[src/rtl/audio_output_dac.sv]
// Serial DAC transmitter: takes 32-bit stereo words over valid/ready and shifts them
// MSB first onto AUD_DACDAT, framed by the codec-mastered AUD_BCLK / AUD_DACLRCK.
module audio_output_dac #(
  parameter int WORD_WIDTH  = 32,
  parameter int SYNC_STAGES = 2
) (
  input  logic                  Clk,
  input  logic                  reset,
  input  logic                  AUD_BCLK,
  input  logic                  AUD_DACLRCK,
  output logic                  AUD_DACDAT,
  input  logic [WORD_WIDTH-1:0] Send_Data,
  input  logic                  Send_Valid,
  output logic                  Send_Ready,
  output logic                  Send_Done,
  output logic                  Underrun
);

  localparam int CNT_W = $clog2(WORD_WIDTH);
  localparam logic [CNT_W-1:0] LAST_BIT = CNT_W'(WORD_WIDTH - 1);

  typedef enum logic [1:0] {
    IDLE,
    FRAME_START,
    SHIFT
  } state_t;

  state_t r_state;
  state_t w_nextState;

  logic [SYNC_STAGES-1:0] r_bclkSync;
  logic [SYNC_STAGES-1:0] r_lrckSync;
  logic                   r_bclkPrev;
  logic                   r_lrckPrev;
  logic                   w_bclkFall;
  logic                   w_lrckRise;

  logic [WORD_WIDTH-1:0]  r_hold;
  logic                   r_holdFull;
  logic                   r_wordAvail;
  logic                   w_accept;

  logic [WORD_WIDTH-1:0]  r_shift;
  logic [CNT_W-1:0]       r_bitCnt;
  logic                   r_dacdat;
  logic                   r_done;
  logic                   r_underrun;

  logic                   w_load;
  logic                   w_shiftEn;
  logic                   w_finish;
  logic                   w_captureAvail;
  logic                   w_dacNext;

  // Codec clocks are only sampled; the extra "prev" flop turns them into edge strobes.
  always_ff @(posedge Clk or posedge reset) begin
    if (reset) begin
      r_bclkSync <= '0;
      r_lrckSync <= '0;
      r_bclkPrev <= 1'b0;
      r_lrckPrev <= 1'b0;
    end else begin
      r_bclkSync <= {r_bclkSync[SYNC_STAGES-2:0], AUD_BCLK};
      r_lrckSync <= {r_lrckSync[SYNC_STAGES-2:0], AUD_DACLRCK};
      r_bclkPrev <= r_bclkSync[SYNC_STAGES-1];
      r_lrckPrev <= r_lrckSync[SYNC_STAGES-1];
    end
  end

  assign w_bclkFall = r_bclkPrev & ~r_bclkSync[SYNC_STAGES-1];
  assign w_lrckRise = ~r_lrckPrev & r_lrckSync[SYNC_STAGES-1];

  assign Send_Ready = ~r_holdFull;
  assign w_accept   = Send_Valid & ~r_holdFull;

  always_ff @(posedge Clk or posedge reset) begin
    if (reset) begin
      r_state <= IDLE;
    end else begin
      r_state <= w_nextState;
    end
  end

  // Word availability is sampled on the lrck_rise cycle so a same-cycle transfer waits a frame.
  always_comb begin
    w_nextState    = r_state;
    w_load         = 1'b0;
    w_shiftEn      = 1'b0;
    w_finish       = 1'b0;
    w_captureAvail = 1'b0;
    w_dacNext      = r_dacdat;
    case (r_state)
      IDLE: begin
        w_dacNext = 1'b0;
        if (w_lrckRise) begin
          w_captureAvail = 1'b1;
          w_nextState    = FRAME_START;
        end
      end
      FRAME_START: begin
        w_load      = 1'b1;
        w_dacNext   = r_wordAvail & r_hold[WORD_WIDTH-1];
        w_nextState = SHIFT;
      end
      SHIFT: begin
        if (w_lrckRise) begin
          w_captureAvail = 1'b1;
          w_nextState    = FRAME_START;
        end else if (w_bclkFall) begin
          if (r_bitCnt == '0) begin
            w_finish    = 1'b1;
            w_dacNext   = 1'b0;
            w_nextState = IDLE;
          end else begin
            w_shiftEn = 1'b1;
            w_dacNext = r_shift[WORD_WIDTH-2];
          end
        end
      end
      default: begin
        w_nextState = IDLE;
        w_dacNext   = 1'b0;
      end
    endcase
  end

  always_ff @(posedge Clk or posedge reset) begin
    if (reset) begin
      r_hold      <= '0;
      r_holdFull  <= 1'b0;
      r_wordAvail <= 1'b0;
    end else begin
      if (w_captureAvail) begin
        r_wordAvail <= r_holdFull;
      end
      if (w_accept) begin
        r_hold     <= Send_Data;
        r_holdFull <= 1'b1;
      end else if (w_load && r_wordAvail) begin
        r_holdFull <= 1'b0;
      end
    end
  end

  always_ff @(posedge Clk or posedge reset) begin
    if (reset) begin
      r_shift    <= '0;
      r_bitCnt   <= LAST_BIT;
      r_dacdat   <= 1'b0;
      r_done     <= 1'b0;
      r_underrun <= 1'b0;
    end else begin
      r_dacdat   <= w_dacNext;
      r_done     <= w_finish;
      r_underrun <= w_load & ~r_wordAvail;
      if (w_load) begin
        r_shift  <= r_wordAvail ? r_hold : '0;
        r_bitCnt <= LAST_BIT;
      end else if (w_shiftEn) begin
        r_shift  <= r_shift << 1;
        r_bitCnt <= r_bitCnt - 1'b1;
      end
    end
  end

  assign AUD_DACDAT = r_dacdat;
  assign Send_Done  = r_done;
  assign Underrun   = r_underrun;

endmodule
[config.mk]
export PLATFORM = sky130hd
export DESIGN_NAME = audio_output_dac
export DESIGN_NICKNAME = d
export VERILOG_FILES = /design/src/rtl/audio_output_dac.sv
export SDC_FILE = /design/constraint.sdc
export NUM_CORES = 1
export LEC_CHECK = 0
export ABC_AREA = 1
export ABC_CLOCK_PERIOD_IN_PS = 6100
export CAP_MARGIN = 40
export CORE_MARGIN = 2
export CORE_UTILIZATION = 50
export CTS_CLUSTER_SIZE = 20
export DETAILED_ROUTE_END_ITERATION = 10
export DONT_BUFFER_PORTS = 1
export PLACE_DENSITY = 0.67
export SLEW_MARGIN = 5
export SYNTH_ARGS = -nofsm -noshare
export SYNTH_HDL_FRONTEND = slang
export SYNTH_SLANG_ARGS = --single-unit
[constraint.sdc]
create_clock -name Clk -period 6.1 [get_ports Clk]
set_clock_uncertainty 0.15 [all_clocks]
set_input_delay 0.305 -clock Clk [delete_from_list [all_inputs] [get_ports Clk]]
set_output_delay 0.305 -clock Clk [all_outputs]
set_load 0.005 [all_outputs]
==> impl_metrics.csv, run 1 <==
group,metric,value,unit
cts,cts_setup_buffers,0,
global_route,global_route.overflow_total,0,
floorplan,die_area,8020,µm²
yosys,synth.net_count,447,
critical_path,timing.critical_path.mode_cell,"nand2_1",
drt,drtAntennaViolNets,0,
pwr,power_density_relative_to_cell_area,467,nW/µm²
yosys,synthesis.yosys.warnings,0,
finish,layout.area.seq,2030,µm²
timing,number_of_setup_violations_in_the_final_report,0,
pwr,net_sw_power,0.718,mW
yosys,synth_seq_area_share,0.556,
finish,final_design_area_no_fill,4320,µm²
placed_design,gp_congestion,0.733,
placed_design,hpwl,4.17,mm
drt,top_signal_layer_used,"met4",
timing,timing_worst_slew_pin_value,0.522,ns
drt,routed_vias,2699,
cts,clk-insertion-delay-late,0.35,ns
drt,wl_per_cell,12.6,µm
floorplan,total_number_of_placement_rows,31,
cts,cts-root-buf,"clkbuf_8",
global_route,largest_net_degree_at_the_start_of_global_routing,42,
timing,post-route-min-period,2.09,ns
placed_design,pre_cts_slack,4.02,ns
finish,final_layout_size_suffix_gt1_frac,0.113,
critical_path,critPathCaptureType,"register",
pwr,share_comb_of_total_power,0.343,
timing,timing.fmax,480,MHz
timing,totalNegativeSetupSlack,0,ns
drt,detailedRoute.firstPassIterationCount,4,
global_route,grt.total_usage,0.187,
drt,initial_drc_count,176,
finish,num_antenna_cells,0,
pwr,largest_voltage_drop_on_the_vdd_net,0.224,mV
timing,fin_crit_share,0.342,
placed_design,place_area,3730,µm²
pwr,share_seq_of_total_power,0.427,
pwr,netSwitchingFraction,0.356,
critical_path,criticalPathCategory,"register to register",
critical_path,critPathMaxStageDelay,0.40,ns
pwr,static-leakage-power,2.21,nW
finish,total_of_fill_cells_in_the_finished_design,613,
yosys,flop_and_latch_count_out_of_synthesis,81,
cts,clk_pin_slew,0.08,ns
floorplan,ios,41,
yosys,yosys.area.top_type,"dfrtp_1",
job,drv_cap,0,
timing,rsz0062_at_grt,"false",
critical_path,worst_setup_path_start_kind,"register",
critical_path,path_cells,"inv_1 -> ha_1 -> inv_2 -> buf_12 -> nand2_4 -> nand2_1 -> nand2_1",
yosys,post_synth.cell_area_avg,9.03,µm²
pwr,finalPower,2.02,mW
global_route,global_route_wire_length_before_repair,11.5,mm
cts,cts.htree.levels,3,
cts,number_of_hold_buffers_added_after_cts,35,
floorplan,placeableCoreArea,7180,µm²
critical_path,critPathMaxFanout,40,
pwr,p_int,1.30,mW
critical_path,cp.required,6.19,ns
drt,drt-vias-per-instance,5.00,
finish,utilization,0.602,
finish,final_nets,478,
critical_path,cp_slowest_cell,"dfrtp_1",
global_route,number_of_antenna_violations_at_the_first_check_in_global_routing,0,
drt,drcViolationCount,0,
floorplan,initial_core_util,0.510,
drt,met3RoutedLength,242,µm
timing,finalMaxSlewViolations,0,
drt,m1_wire_length,3.14,mm
cts,clk_path_buf_depth,2,
timing,final_hold_viol_count,0,
global_route,first_global_vias,2620,
pwr,p_clk_frac,0.230,
cts,cts_sinks,81,
yosys,synth.top_cells.by_area,"dfrtp_1 52%, nand2_1 17%, nand3_1 5.9%, mux2_2 4.3%, dfstp_2 3.6%",
yosys,synthDistinctLibCells,23,
floorplan,dieHeight,89.5,µm
timing,slew-limit-headroom,0.652,
yosys,syn_inst,405,
critical_path,worstPathBufferInverterCount,3,
cts,resized_cells_post_cts,0,
floorplan,die_x,89.5,µm
drt,route.met2.wl,3.23,mm
critical_path,arrival,2.18,ns
drt,finalWirelength,6.78,mm
placed_design,port_buffers,0,
yosys,synth_top_area_share,0.520,
timing,fin_ws,4.01,ns
finish,area_growth,18.1,%
hold_path,hold_class,"input pin to register",
status,run_status,"finished clean",
yosys,synth.cell_area,3660,µm²
finish,multi_input_comb_area,1420,µm²
critical_path,cpLargestDelayFamily,"buffers and inverters",
cts,cts_tree,"built",
cts,cts_inserted_buffers,9,
## worst reg2reg max path, cell delays in order (launching register included)
cell	delay [ns]
dfrtp_1	0.40
inv_1	0.09
ha_1	0.22
inv_2	0.38
buf_12	0.27
nand2_4	0.26
nand2_1	0.16
nand2_1	0.05
## layout make-up
class                   instances  share of cell area
flip-flops and latches         81               0.471
clock inverters                 5              0.0240
well taps                      99              0.0287
clock buffers                  11              0.0304
multi-input cells             281               0.328
repair buffers                 39              0.0968
inverters                      24              0.0211
## synth_stat cells
cell      instances
o21ai_0          11
buf_6             3
inv_1            21
nand2_1         166
clkbuf_1          4
a21oi_1          10
dfrtp_1          76
nor2_1           12
buf_4             5
inv_2             3
nand2_2           2
buf_2             6
nand4_1           2
nor2_4            2
nand3_1          43
mux2_1           10
dfstp_2           5
or2_2             1
buf_1             1
nand2_4           2
nand3_4           1
ha_1              5
mux2_2           14
## flip-flops by register name, indices dropped and copies added, names as in the netlist
name and count:
r_lrckPrev 1, r_bitCnt 5, r_state 2, r_lrckSync 2, r_wordAvail 1, AUD_DACDAT 1
r_holdFull 1, r_bclkPrev 1, r_shift 31, r_hold 32, Underrun 1, r_bclkSync 2
Send_Done 1
## power by group through the flow
stage,Combinational [mW],Clock [mW],Sequential (mW)
floorplan,0.581,0,0.840
global placement,0.630,0,0.861
detailed placement,0.678,0,0.870
CTS,0.698,0.472,0.861
global route,0.802,0.495,0.889
finish,0.692,0.465,0.861
## metal layers
metal,up-vias,GRT usage
met5,-,0
met2,50,0.307
met1,1286,0.235
met4,0,0.0977
li1,1347,-
met3,16,0.0351
## worst paths after layout
path                                         startpoint                       to  slack (ns)  depth (start not counted)
worst max-delay path             r_state[1]$_DFFE_PP0P_  r_shift[28]$_DFFE_PP0P_        4.01                          7
worst min-delay path                         Send_Valid   r_holdFull$_DFFE_PP0P_        0.12                          2
worst max register to register   r_state[1]$_DFFE_PP0P_  r_shift[28]$_DFFE_PP0P_        4.01                          7
worst min register to register  r_bclkSync[0]$_DFF_PP0_  r_bclkSync[1]$_DFF_PP0_        0.20                          0
max in group asynchronous                         reset  r_bitCnt[4]$_DFFE_PP1P_        4.76                          4
min in group asynchronous                         reset   r_hold[17]$_DFFE_PP0P_        0.37                          3
## cells by family (layout without fill, tap and decap cells)
kind of cell	Yosys count	after routing	share of synthesized area
AOI/OAI and AO/OA	21	21	0.0287
adders and majority gates	5	5	0.0171
buffers and inverters	43	79	0.0575
DFF	81	81	0.556
muxes	24	24	0.0739
and+or+nand+nor	231	231	0.267
## layout by cell type (no fill, tap or decap)
cell type      instances
buf_4                  1
clkinv_4               1
ha_1                   5
nand2_1              165
clkinv_2               2
bufinv_16              3
nand2_4                2
nand3_1               43
or2_2                  1
dfstp_2                5
nand2_2                3
inv_2                  3
nand3_4                1
dlygate4sd3_1         35
nor2_4                 2
dfrtp_1               76
mux2_1                10
a21oi_1               10
mux2_2                14
inv_1                 20
nor2_1                12
clkbuf_8               9
nand4_1                2
clkbuf_1               2
buf_12                 3
o21ai_0               11
## per-stage QoR
stage               hold WS (ns)  instances
global placement           0.184        486
floorplan                  0.181        405
CTS                        0.121        540
global route               0.143        540
detailed placement         0.186        489
finish                     0.121        540
(Power assumes the default switching activity.)
==> run 2: changes to the inputs <==
--- a/config.mk
+++ b/config.mk
@@ -6,14 +6,14 @@
 export NUM_CORES = 1
 export LEC_CHECK = 0
 export ABC_AREA = 1
-export ABC_CLOCK_PERIOD_IN_PS = 6100
+export ABC_CLOCK_PERIOD_IN_PS = 1900
 export CAP_MARGIN = 40
 export CORE_MARGIN = 2
 export CORE_UTILIZATION = 50
 export CTS_CLUSTER_SIZE = 20
 export DETAILED_ROUTE_END_ITERATION = 10
 export DONT_BUFFER_PORTS = 1
-export PLACE_DENSITY = 0.67
+export PLACE_DENSITY = 0.7
 export SLEW_MARGIN = 5
 export SYNTH_ARGS = -nofsm -noshare
 export SYNTH_HDL_FRONTEND = slang
==> constraint.sdc (replaced) <==
create_clock -name Clk -period 1.9 [get_ports Clk]
set_clock_uncertainty 0.15 [all_clocks]
set_input_delay 0.095 -clock Clk [delete_from_list [all_inputs] [get_ports Clk]]
set_output_delay 0.095 -clock Clk [all_outputs]
set_load 0.005 [all_outputs]
==> run 2 against run 1 <==
Maximum frequency is 16% higher. Final cell count is 1.7% higher. First-iteration DRC count is 14% lower. Final area rose by 1.4%. Wire length is 2.7% higher. Flip-flop and latch count did not move. Utilization up 0.84 points. Combinational power grew to 3.5 times the previous value. Clock power grew to 2.6 times the previous value. Critical path type unchanged. Largest cell class unchanged.
==> impl_metrics.csv, run 2 (synthesis gave the netlist of run 1 again) <==
group,metric,value,unit
status,run_status,"finished clean",
critical_path,worst_setup_path_start_kind,"register",
global_route,global_route.overflow_total,0,
drt,initial_drc_count,151,
global_route,grt.total_usage,0.191,
finish,max_flop_register,"r_hold",
placed_design,gp_congestion,0.743,
cts,cts.htree.levels,3,
finish,utilization,0.610,
drt,drtAntennaViolNets,0,
drt,drcViolationCount,0,
timing,fin_crit_share,0.942,
drt,wl_per_cell,12.7,µm
placed_design,port_buffers,0,
floorplan,initial_core_util,0.510,
cts,cts_tree,"built",
timing,timing_worst_slew_pin_value,0.429,ns
critical_path,cp.required,1.99,ns
drt,routed_vias,2694,
pwr,static-leakage-power,2.24,nW
global_route,number_of_antenna_violations_at_the_first_check_in_global_routing,0,
finish,layout.area.seq,2030,µm²
critical_path,criticalPathCategory,"register to register",
finish,num_antenna_cells,0,
drt,finalWirelength,6.96,mm
global_route,global_route_wire_length_before_repair,11.6,mm
pwr,finalPower,6.37,mW
timing,slew-limit-headroom,0.714,
floorplan,total_number_of_placement_rows,31,
pwr,power_density_relative_to_cell_area,1460,nW/µm²
finish,layout_commonest_cell,"nand2_1",
finish,final_layout_size_suffix_gt1_frac,0.122,
critical_path,critPathMaxFanout,6,
cts,clk_path_buf_depth,2,
cts,cts-root-buf,"clkbuf_8",
timing,finalMaxSlewViolations,0,
cts,cts_sinks,81,
hold_path,min_from,"AUD_DACLRCK",
global_route,largest_net_degree_at_the_start_of_global_routing,82,
pwr,largest_voltage_drop_on_the_vdd_net,0.488,mV
floorplan,dieHeight,89.5,µm
cts,clk-insertion-delay-late,0.36,ns
cts,cts_setup_buffers,0,
finish,largest_reg_flops,32,
drt,detailedRoute.firstPassIterationCount,4,
finish,final_nets,487,
timing,rsz0062_at_grt,"false",
timing,timing.fmax,559,MHz
placed_design,hpwl,4.24,mm
finish,total_of_fill_cells_in_the_finished_design,610,
hold_path,hold_class,"input pin to register",
job,drv_cap,0,
finish,multi_input_comb_area,1420,µm²
floorplan,die_x,89.5,µm
floorplan,ios,41,
timing,final_hold_viol_count,0,
finish,area_growth,19.7,%
global_route,first_global_vias,2603,
drt,drt-vias-per-instance,4.91,
critical_path,arrival,1.88,ns
critical_path,critPathCaptureType,"register",
cts,clk_pin_slew,0.07,ns
timing,number_of_setup_violations_in_the_final_report,0,
cts,cts_inserted_buffers,9,
timing,post-route-min-period,1.79,ns
timing,holdWs,0.150,ns
finish,layout_common_cells,"165 x nand2_1, 76 x dfrtp_1, 43 x nand3_1",
finish,biggest_regs,"r_hold (32), r_shift (31), r_bitCnt (5)",
floorplan,placeableCoreArea,7180,µm²
floorplan,die_area,8020,µm²
critical_path,worst_setup_path_startpoint,"r_holdFull$_DFFE_PP0P_",
timing,totalNegativeSetupSlack,0,ns
critical_path,r2r_start,"r_holdFull$_DFFE_PP0P_",
-- run 2: changes by cell type in the layout (fill, tap and decap cells not counted), sizes merged --
cell	change
dlygate4sd3	+5
buf	+4
clkbuf	+3
bufinv	-3
clkinv	-1
clkinvlp	+1
-- run 2: stage by stage --
stage               cell area, µm²  cells  setup slack (ns)
finish                        4380    549             0.110
global route                  4380    549            0.0166
CTS                           4370    549            0.0784
detailed placement            3780    493             0.169
global placement              3780    493             0.202
floorplan                     3660    405             0.337
-- run 2: worst max-delay path: stages, from the launching register on --
cell	delay [ns]
dfrtp_1	0.36
inv_1	0.16
nand2_4	0.13
mux2_1	0.33
dlygate4sd3_1	0.55
-- run 2: where the power goes --
group	switching (mW)	leakage, nW	total [mW]	internal, mW
logic	1.38	1.14	2.39	1.01
clock network	0.599	0.102	1.21	0.615
registers	0.346	0.988	2.76	2.42
-- run 2: final timing paths --
check / cells past startpoint / slack [ns] / end
worst max-delay path: 4 / 0.11 / r_hold[31]$_DFFE_PP0P_
worst min-delay path: 1 / 0.15 / r_lrckSync[0]$_DFF_PP0_
worst max register to register: 4 / 0.11 / r_hold[31]$_DFFE_PP0P_
worst min register to register: 0 / 0.21 / r_bclkSync[1]$_DFF_PP0_
max in group asynchronous: 3 / 1.06 / r_bitCnt[1]$_DFFE_PP1P_
min in group asynchronous: 3 / 0.16 / r_hold[1]$_DFFE_PP0P_
-- run 2: layout make-up --
| class | instances | share of cell area |
|---|---|---|
| tap | 99 | 0.0283 |
| sequential | 81 | 0.464 |
| inverter | 24 | 0.0220 |
| clock inverter | 2 | 0.00229 |
| timing repair buffer | 48 | 0.117 |
| clock buffer | 14 | 0.0417 |
| multi-input combinational | 281 | 0.325 |
-- run 2: routing by layer --
layer / GRT usage / share of wire
met5: 0 / 0
met4: 0.0611 / 0.011
met3: 0.0554 / 0.043
met2: 0.320 / 0.49
met1: 0.239 / 0.46
-- run 2: what timing repair did --
item / 4_1_cts / 5_1_grt
hold buffers: 40 / 0
setup endpoints to repair: 0 / 2
gates resized for setup: 0 / 3
hold endpoints to repair: 116 / 0
==> run 3: changes to the inputs <==
--- a/config.mk
+++ b/config.mk
@@ -5,7 +5,6 @@
 export SDC_FILE = /design/constraint.sdc
 export NUM_CORES = 1
 export LEC_CHECK = 0
-export ABC_AREA = 1
 export ABC_CLOCK_PERIOD_IN_PS = 1900
 export CAP_MARGIN = 40
 export CORE_MARGIN = 2
==> run 3 against run 2 <==
The flow now finishes with violations (negative setup slack). First-iteration DRC count decreased by 40%. Global-route usage decreased by 1.7 points. Setup slack worse by 0.20 ns.
==> impl_metrics.csv, run 3 <==
group,metric,value,unit
status,run_status,"finished with violations",
status,failed_checks,"negative setup slack",
cts,cts-root-buf,"clkbuf_8",
timing,fin_ws,-0.0924,ns
floorplan,die_area,7420,µm²
floorplan,initial_core_util,0.525,
placed_design,gp_congestion,0.772,
finish,layout_common_cells,"76 x dfrtp_1, 36 x nand2_1, 35 x dlygate4sd3_1",
finish,num_antenna_cells,0,
cts,cts_inserted_buffers,9,
drt,finalWirelength,5.99,mm
yosys,synth.top_cells.by_area,"dfrtp_1 56%, mux2_2 11%, mux2i_1 9.2%, nand2_1 4.0%, dfstp_2 3.9%",
yosys,number_of_synthesized_flops_with_an_enable_pin,0,
yosys,synth_top_area_share,0.564,
finish,max_flop_register,"r_hold",
finish,layout_commonest_cell,"dfrtp_1",
hold_path,hold_class,"input pin to register",
critical_path,cp.required,1.97,ns
yosys,synth.net_count,313,
critical_path,timing.rr.end,"r_shift[8]$_DFFE_PP0P_",
yosys,postSynth.asyncResetShare,1.00,
pwr,static-leakage-power,1.72,nW
finish,final_design_area_no_fill,4180,µm²
drt,routed_vias,2132,
drt,drt-vias-per-instance,5.34,
cts,cts_tree,"built",
critical_path,arrival,2.06,ns
hold_path,hold_depth,3,
critical_path,r2r_setup_slack,-0.09,ns
yosys,synthDistinctLibCells,31,
cts,cts_setup_buffers,0,
critical_path,criticalPathCategory,"register to register",
critical_path,r2r_start,"r_bitCnt[0]$_DFFE_PP1P_",
drt,drcViolationCount,0,
yosys,synth.cell_area,3370,µm²
yosys,synth_seq_area_share,0.603,
cts,cts.htree.levels,3,
yosys,synth.cells.most_frequent,"76 x dfrtp_1, 36 x nand2_1, 32 x mux2_2",
timing,number_of_setup_violations_in_the_final_report,33,
finish,area_growth,23.7,%
drt,wl_per_cell,15.0,µm
critical_path,critPathMaxStageDelay,0.55,ns
cts,clk-insertion-delay-late,0.34,ns
finish,final_layout_size_suffix_gt1_frac,0.245,
placed_design,hpwl,3.58,mm
critical_path,worst_setup_path_start_kind,"register",
timing,timing.fmax,502,MHz
yosys,yosysMostFrequentCell,"dfrtp_1",
cts,clk_path_buf_depth,2,
drt,initial_drc_count,90,
cts,clk_pin_slew,0.08,ns
hold_path,min_from,"Send_Valid",
drt,detailedRoute.firstPassIterationCount,4,
yosys,yosys.area.top_type,"dfrtp_1",
finish,final_nets,359,
timing,timing_worst_slew_pin_value,0.525,ns
floorplan,die_x,86.2,µm
yosys,flop_and_latch_count_out_of_synthesis,81,
global_route,largest_net_degree_at_the_start_of_global_routing,59,
global_route,number_of_antenna_violations_at_the_first_check_in_global_routing,0,
timing,rsz0062_at_grt,"true",
job,drv_cap,0,
timing,fin_crit_share,1.05,
global_route,global_route_wire_length_before_repair,10.0,mm
yosys,synthesis.yosys.warnings,0,
global_route,first_global_vias,2176,
finish,largest_reg_flops,32,
placed_design,port_buffers,0,
critical_path,worstPathBufferInverterCount,2,
hold_path,hold-path-endpoint,"r_holdFull$_DFFE_PP0P_",
placed_design,place_area,3570,µm²
yosys,syn_inst,271,
finish,biggest_regs,"r_hold (32), r_shift (31), r_bitCnt (5)",
floorplan,dieHeight,86.2,µm
timing,post-route-min-period,1.99,ns
timing,finalMaxSlewViolations,0,
finish,utilization,0.650,
critical_path,path_cells,"inv_2 -> ha_4 -> or4b_4 -> and4bb_4 -> buf_12 -> mux2i_2 -> o21ai_1",
floorplan,placeableCoreArea,6420,µm²
critical_path,critPathMaxFanout,10,
drt,drtAntennaViolNets,0,
timing,slew-limit-headroom,0.649,
global_route,grt.total_usage,0.175,
yosys,post_synth.cell_area_avg,12.5,µm²
pwr,largest_voltage_drop_on_the_vdd_net,0.757,mV
critical_path,rr_worst_depth,7,
global_route,global_route.overflow_total,0,
floorplan,ios,41,
cts,cts_sinks,81,
critical_path,critPathCaptureType,"register",
timing,final_hold_viol_count,0,
yosys,ys.flop_type,"dfrtp_1",
critical_path,cp_slowest_cell,"dfstp_2",
pwr,power_density_relative_to_cell_area,1290,nW/µm²
floorplan,total_number_of_placement_rows,29,
critical_path,cpLargestDelayFamily,"flip-flops",
[run 3: area by class of cell]
class / instances / area [µm²]
timing repair buffer: 50 / 534
clock buffer: 13 / 149
fill: 501 / 2250
tap: 77 / 96.3
multi-input combinational: 167 / 1290
sequential: 81 / 2030
clock inverter: 3 / 40.0
inverter: 8 / 33.8
[run 3: timing repair]
item	CTS	global route
endpoints found under the setup margin	30	34
gates cloned	0	1
hold endpoints to repair	110	0
resized for setup	0	9
hold buffers	35	0
[run 3: logic make-up (layout without fill, tap and decap cells)]
kind of cell / after synthesis / after routing / share of synthesized area
adders and majority gates: 5 / 5 / 0.0185
muxes: 63 / 63 / 0.199
buffers and inverters: 23 / 74 / 0.0326
xor gates and xnor gates: 1 / 1 / 0.00260
AOI/OAI and AO/OA: 43 / 43 / 0.0682
DFF: 81 / 81 / 0.603
and+or+nand+nor: 55 / 55 / 0.0768
[run 3: where the power goes]
group / leakage, nW / internal (mW) / total (mW) / switching, mW
clock: 0.0974 / 0.641 / 1.22 / 0.574
sequential: 0.999 / 2.36 / 2.72 / 0.356
combinational: 0.622 / 0.770 / 1.43 / 0.661
[run 3: metrics by stage]
step	power (mW)	std cells	hold slack [ns]	worst slack (ns)	TNS (ns)
finish	5.37	399	0.101	-0.0924	-2.01
global route	5.73	399	0.0988	-0.166	-4.29
CTS	5.37	398	0.0800	-0.0749	-1.06
detailed placement	4.09	347	-0.116	-0.0657	-0.610
global placement	4.03	347	-0.121	-0.0111	-0.0514
floorplan	3.70	271	-0.0236	-0.0820	-1.78
[run 3: worst reg2reg max path, delay by kind of cell, from the launching register on]
family / cells / cell delay, ns
AO/OA/AOI/OAI: 1 / 0.07
adder cells (fa/ha/maj): 1 / 0.14
buffers and inverters: 2 / 0.22
flip-flops: 1 / 0.55
multiplexers: 1 / 0.23
AND/OR/NAND/NOR: 2 / 0.51
[run 3: worst max path at each step]
stage                                  from                      end  slack (ns)  cells after the start
detailed placement  r_bitCnt[0]$_DFFE_PP1P_  r_shift[27]$_DFFE_PP0P_       -0.07                      7
global route        r_bitCnt[1]$_DFFE_PP1P_  r_shift[25]$_DFFE_PP0P_       -0.17                      7
finish              r_bitCnt[0]$_DFFE_PP1P_   r_shift[8]$_DFFE_PP0P_       -0.09                      7
CTS                 r_bitCnt[0]$_DFFE_PP1P_  r_shift[27]$_DFFE_PP0P_       -0.07                      7
floorplan           r_bitCnt[1]$_DFFE_PP1P_   r_shift[4]$_DFFE_PP0P_       -0.08                      8
global placement    r_bitCnt[1]$_DFFE_PP1P_   r_shift[8]$_DFFE_PP0P_       -0.01                      7
[run 3: per-layer routing]
layer	global-route usage	vias to the layer above	share of wire
li1	-	1031	-
met1	0.229	1064	0.46
met2	0.276	33	0.49
met3	0.0481	4	0.032
met4	0.0736	0	0.012
met5	0	-	0
